===== config.mk =====
export PLATFORM = sky130hd
export DESIGN_NAME = mem_arbiter
export DESIGN_NICKNAME = d
export VERILOG_FILES = /design/src/rtl/mem_arbiter_pkg.sv /design/src/rtl/mem_arb_pick.sv /design/src/rtl/mem_arbiter.sv
export SDC_FILE = /design/constraint.sdc
export NUM_CORES = 1
export LEC_CHECK = 0
export ABC_AREA = 1
export ABC_CLOCK_PERIOD_IN_PS = 1630
export CAP_MARGIN = 20
export CORE_AREA = 2 2 122 124
export CTS_BUF_LIST = sky130_fd_sc_hd__clkbuf_16
export DETAILED_ROUTE_END_ITERATION = 8
export DIE_AREA = 0 0 124 126
export PLACE_DENSITY = 0.74
export SYNTH_ARGS = -nofsm -noshare
export SYNTH_HDL_FRONTEND = slang
export SYNTH_SLANG_ARGS = --single-unit

===== constraint.sdc =====
create_clock -name clk -period 1.63 [get_ports clk]
set_clock_uncertainty 0.2 [all_clocks]
set_input_delay 0.326 -clock clk [delete_from_list [all_inputs] [get_ports clk]]
set_output_delay 0.326 -clock clk [all_outputs]
set_load 0.05 [all_outputs]

===== src/rtl/mem_arbiter_pkg.sv =====
// Shared widths, state codes and grant encodings for the data-memory arbiter.
// Build option MEM_ARB_FAIR_EN selects round-robin tie-break instead of EX-first.
package mem_arbiter_pkg;

    localparam int DATA_BUS      = 32;
    localparam int ARB_STATE_BUS = 2;

    localparam logic [ARB_STATE_BUS-1:0] ARB_IDLE    = 2'd0;
    localparam logic [ARB_STATE_BUS-1:0] ARB_BUSY_EX = 2'd1;
    localparam logic [ARB_STATE_BUS-1:0] ARB_BUSY_IF = 2'd2;

    localparam logic ARB_GRANT_IF = 1'b0;
    localparam logic ARB_GRANT_EX = 1'b1;

    localparam logic MEM_READ  = 1'b0;
    localparam logic MEM_WRITE = 1'b1;
    localparam logic ENABLE    = 1'b1;

    localparam logic [DATA_BUS-1:0] DATA_ZERO = '0;

    typedef struct packed {
        logic ex;
        logic fetch;
    } grant_t;

endpackage


===== src/rtl/mem_arb_pick.sv =====
// Combinational grant selector for the memory arbiter.
// MEM_ARB_FAIR_EN: ties go to the requester not granted last; else EX wins.
import mem_arbiter_pkg::*;

module mem_arb_pick (
    input  logic   if_elig_i,
    input  logic   ex_elig_i,
    input  logic   last_grant_i,
    output grant_t grant_o
);

`ifndef MEM_ARB_FAIR_EN
    logic unused_last_grant;
    assign unused_last_grant = last_grant_i;
`endif

    always_comb begin
        grant_o = '0;
        if (ex_elig_i && if_elig_i) begin
`ifdef MEM_ARB_FAIR_EN
            if (last_grant_i == ARB_GRANT_EX) begin
                grant_o.fetch = 1'b1;
            end else begin
                grant_o.ex = 1'b1;
            end
`else
            // EX holds the older instruction
            grant_o.ex = 1'b1;
`endif
        end else begin
            grant_o.ex    = ex_elig_i;
            grant_o.fetch = if_elig_i;
        end
    end

endmodule


===== src/rtl/mem_arbiter.sv =====
// Shares the data-memory port between fetch and EX, one transaction at a time.
// Build option MEM_ARB_FAIR_EN adds a last-grant register for round-robin ties.
import mem_arbiter_pkg::*;

module mem_arbiter (
    input  logic                clk,
    input  logic                rst,
    input  logic                if_req_i,
    input  logic [DATA_BUS-1:0] if_addr_i,
    output logic [DATA_BUS-1:0] if_rdata_o,
    output logic                if_ready_o,
    input  logic                ex_mem_ena_i,
    input  logic                ex_mem_rw_i,
    input  logic [DATA_BUS-1:0] ex_mem_addr_i,
    input  logic [DATA_BUS-1:0] ex_mem_data_i,
    output logic [DATA_BUS-1:0] ex_rdata_o,
    output logic                ex_ready_o,
    output logic                stall_o,
    output logic                mem_ce_o,
    output logic                mem_we_o,
    output logic [DATA_BUS-1:0] mem_addr_o,
    output logic [DATA_BUS-1:0] mem_wdata_o,
    input  logic [DATA_BUS-1:0] mem_rdata_i,
    input  logic                mem_ack_i
);

    logic [ARB_STATE_BUS-1:0] state_q, state_d;
    logic                     mem_ce_q, mem_ce_d;
    logic                     mem_we_q, mem_we_d;
    logic [DATA_BUS-1:0]      mem_addr_q, mem_addr_d;
    logic [DATA_BUS-1:0]      mem_wdata_q, mem_wdata_d;
    logic [DATA_BUS-1:0]      if_rdata_q, if_rdata_d;
    logic [DATA_BUS-1:0]      ex_rdata_q, ex_rdata_d;
    logic                     if_ready_q, if_ready_d;
    logic                     ex_ready_q, ex_ready_d;
    logic                     last_grant;
    logic                     if_elig, ex_elig;
    grant_t                   grant;

`ifdef MEM_ARB_FAIR_EN
    logic last_grant_q, last_grant_d;
    assign last_grant = last_grant_q;
`else
    assign last_grant = ARB_GRANT_IF;
`endif

    // A requester whose ready is pulsing this cycle is finishing, not asking
    assign if_elig = if_req_i & ~if_ready_q;
    assign ex_elig = ex_mem_ena_i & ~ex_ready_q;

    mem_arb_pick u_pick (
        .if_elig_i    (if_elig),
        .ex_elig_i    (ex_elig),
        .last_grant_i (last_grant),
        .grant_o      (grant)
    );

    always_comb begin
        state_d     = state_q;
        mem_ce_d    = mem_ce_q;
        mem_we_d    = mem_we_q;
        mem_addr_d  = mem_addr_q;
        mem_wdata_d = mem_wdata_q;
        if_rdata_d  = if_rdata_q;
        ex_rdata_d  = ex_rdata_q;
        if_ready_d  = 1'b0;
        ex_ready_d  = 1'b0;
`ifdef MEM_ARB_FAIR_EN
        last_grant_d = last_grant_q;
`endif
        case (state_q)
            ARB_IDLE: begin
                if (grant.ex) begin
                    state_d     = ARB_BUSY_EX;
                    mem_ce_d    = ENABLE;
                    mem_we_d    = ex_mem_rw_i;
                    mem_addr_d  = ex_mem_addr_i;
                    mem_wdata_d = ex_mem_data_i;
`ifdef MEM_ARB_FAIR_EN
                    last_grant_d = ARB_GRANT_EX;
`endif
                end else if (grant.fetch) begin
                    state_d     = ARB_BUSY_IF;
                    mem_ce_d    = ENABLE;
                    mem_we_d    = MEM_READ;
                    mem_addr_d  = if_addr_i;
                    mem_wdata_d = DATA_ZERO;
`ifdef MEM_ARB_FAIR_EN
                    last_grant_d = ARB_GRANT_IF;
`endif
                end
            end
            ARB_BUSY_EX: begin
                if (mem_ack_i) begin
                    ex_rdata_d = (mem_we_q == MEM_WRITE) ? DATA_ZERO
                                                         : mem_rdata_i;
                    ex_ready_d = 1'b1;
                    mem_ce_d   = 1'b0;
                    state_d    = ARB_IDLE;
                end
            end
            ARB_BUSY_IF: begin
                if (mem_ack_i) begin
                    if_rdata_d = mem_rdata_i;
                    if_ready_d = 1'b1;
                    mem_ce_d   = 1'b0;
                    state_d    = ARB_IDLE;
                end
            end
            default: begin
                state_d  = ARB_IDLE;
                mem_ce_d = 1'b0;
            end
        endcase
    end

    always_ff @(posedge clk) begin
        if (rst) begin
            state_q     <= ARB_IDLE;
            mem_ce_q    <= 1'b0;
            mem_we_q    <= 1'b0;
            mem_addr_q  <= DATA_ZERO;
            mem_wdata_q <= DATA_ZERO;
            if_rdata_q  <= DATA_ZERO;
            ex_rdata_q  <= DATA_ZERO;
            if_ready_q  <= 1'b0;
            ex_ready_q  <= 1'b0;
        end else begin
            state_q     <= state_d;
            mem_ce_q    <= mem_ce_d;
            mem_we_q    <= mem_we_d;
            mem_addr_q  <= mem_addr_d;
            mem_wdata_q <= mem_wdata_d;
            if_rdata_q  <= if_rdata_d;
            ex_rdata_q  <= ex_rdata_d;
            if_ready_q  <= if_ready_d;
            ex_ready_q  <= ex_ready_d;
        end
    end

`ifdef MEM_ARB_FAIR_EN
    always_ff @(posedge clk) begin
        if (rst) begin
            last_grant_q <= ARB_GRANT_IF;
        end else begin
            last_grant_q <= last_grant_d;
        end
    end
`endif

    assign if_rdata_o  = if_rdata_q;
    assign if_ready_o  = if_ready_q;
    assign ex_rdata_o  = ex_rdata_q;
    assign ex_ready_o  = ex_ready_q;
    assign stall_o     = ex_mem_ena_i & ~ex_ready_q;
    assign mem_ce_o    = mem_ce_q;
    assign mem_we_o    = mem_we_q;
    assign mem_addr_o  = mem_addr_q;
    assign mem_wdata_o = mem_wdata_q;

endmodule

==> reports/metrics.yaml <==
outcome:
  status: "finished clean"
clocking:
  worstSkewPairLatency_ps: 410
  cts_root_buffer: "clkbuf_16"
  cts_tree: "done"
  clockBufferDepth: 2
  htree_levels: 4
  postCtsHoldBufs: 0
  clkTransAtPathRegs_ps: 60
  cts_sinks: 134
  cts_buffers: 17
critical_path:
  ff2ff_setup_slack_ps: 50
  cp-end-kind: "register"
  path_max_fanout: 8
  critPathKind: "register to register"
  cp-start-kind: "register"
  critical_path_arrival_ps: 1730
  cp_data_required_time_ps: 1780
power:
  p_per_area_nw_per_um2: 1108
  power_mw: 11.43
  power_leakage_nw: 4.358
  peakVddDrop_mv: 0.6679
logic_synthesis:
  synthArstFlopShare: 0
  post-synth-top-count-cell: "nand2_1"
  synth_cell_types: 21
  yosysWarningCount: 0
  synth_ff_type: "dfxtp_1"
  synth_common_cells: "nand2_1, dfxtp_1, nor2_1, a21oi_1, nand3_1"
  synth_edf_count: 0
  syn_area_per_cell_um2: 7.399
  syn_inst: 703
  synth_area_leaders: "dfxtp_1, nand2_1, nor2_1"
  synth_nets: 840
  yosys_register_bits: 134
  netlist.area_leader.share: 0.5158
  seq_area_frac_synth: 0.5158
  yosys.area.top_type: "dfxtp_1"
  syn-cell-area_um2: 5201
layout:
  drive_gt1_frac: 0.2284
  postLayoutCoreUtil: 0.7209
  nNetsFinal: 1118
  num_antenna_cells: 0
  synthToLayoutAreaGrowth_pct: 98.39
  fin_area_um2: 10320
die:
  start_util: 0.3634
  boundaryPins: 267
  die_h_um: 126
  coreArea_um2: 14310
  rows: 44
  dieArea_um2: 15620
  die_w_um: 124
global_route:
  grt_max_degree: 48
  grt.met3_usage: 0.09284
  grt.busiest_layer: "met2"
  grt_pass1_wl_um: 27250
  grt_util_met2: 0.3782
  first_global_vias: 5520
  grt_use_total: 0.2235
  antenna_found_initial: 0
  grt_overflow_total: 0
  grt_use_met1: 0.2494
route:
  firstDrtPassIters: 6
  drt-total-wl_um: 18170
  vias: 5680
  viasPerCell: 4.822
  ant_nets: 0
  dr.first_iter.drc_count: 242
  wl_per_cell_um: 15.43
  remaining_drc_errors: 0
placement:
  place_ws_ps: -239.1
  place_area_um2: 9549
  hpwl_um: 12680
  portBuffers: 266
  gp_congestion: 0.7588
sta:
  tightest_slew_ps: 384.2
  setup_slack_ps: 48.71
  max_freq_ghz: 0.6324
  slew_violations: 0
  setup_violations: 0
  relSlewSlack: 0.7439
  hold_viol_final: 0
  finalCriticalPeriod_ps: 1581
  fin_setup_tns_ps: 0
  finalCritPeriodShare: 0.9701
worst_hold_path:
  hold_class: "primary input to register"
run:
  drv_cap: 0
-- metal layers --
layer / part of all wire / wire [µm] / vias to the layer above
li1: - / - / 2835
met1: 0.39 / 7097 / 2592
met2: 0.49 / 8974 / 228
met3: 0.094 / 1701 / 25
met4: 0.022 / 400 / 0
met5: 0 / 0 / -
-- cell type report --
class                      count  area, µm²
fill                        1051       3995
timing repair buffer         311       4516
inverter                      10      40.04
multi-input combinational    507       2243
tap                          184      230.2
sequential                   134       2688
clock inverter                15      176.4
clock buffer                  17      425.4
-- metrics by stage --
| stage | std cells | hold WS [ps] |
|---|---|---|
| 3_5_place_dp | 1137 | 275.8 |
| 6_report | 1178 | 263.9 |
| 5_1_grt | 1178 | 261.3 |
| 3_3_place_gp | 1137 | 266.3 |
| 2_1_floorplan | 703 | 256.3 |
| 4_1_cts | 1171 | 250.7 |
-- cells in the final DEF, fill, tap and decap left out, drive strengths merged --
master         instances
nand2                206
buf                  175
dfxtp                134
clkdlybuf4s50        132
nor2                  99
a21oi                 68
nand3                 66
o21ai                 64
clkbuf                20
inv                   16
clkinvlp               3
bufinv                 3
ha                     3
clkinv                 3
nand4                  1
dlygate4sd2            1
-- power breakdown --
group	switching [mW]	internal, mW	total, mW	leakage (nW)
Clock	1.51	2.41	3.93	0.288
Sequential	0.292	3.56	3.85	1.10
Combinational	1.87	1.79	3.66	2.97
-- path summary, 6_finish.rpt --
check / end / startpoint / cells after the start
min reg2reg: state_q[1] / state_q[1] / 2
max: mem_wdata_o[7] / state_q[1] / 7
max reg2reg: mem_wdata_o[7] / state_q[1] / 7
min: mem_wdata_o[18] / ex_mem_data_i[18] / 3
-- flip-flops by register name, indices dropped and copies added (netlist names) --
name,flops
mem_addr_o,32
if_rdata_o,32
ex_ready_o,1
state_q,2
mem_ce_o,1
mem_wdata_o,32
mem_we_o,1
if_ready_o,1
ex_rdata_o,32
-- logic make-up (layout without fill, tap and decap cells) --
family / after synthesis / in the layout / share of synthesized area
and+or+nand+nor: 372 / 372 / 0.2901
DFF: 134 / 134 / 0.5158
buffers and inverters: 62 / 353 / 0.05990
adders and majority gates: 3 / 3 / 0.007218
AOI/OAI and AO/OA: 132 / 132 / 0.1270
-- critical path, stage by stage (launching register included) --
cell and delay (ps):
dfxtp_2 330, inv_2 80, ha_4 160, inv_1 70, nor2_4 230, clkbuf_16 230, nand2_1 80, a21oi_2 140
-- timing repair --
item | in CTS | in global routing
gates cloned | 0 | 4
endpoints found under the setup margin | 2 | 47
resized for setup | 3 | 12
buffers inserted | 2 | 3
pin swaps | 1 | 5
(Power assumes the default switching activity.)
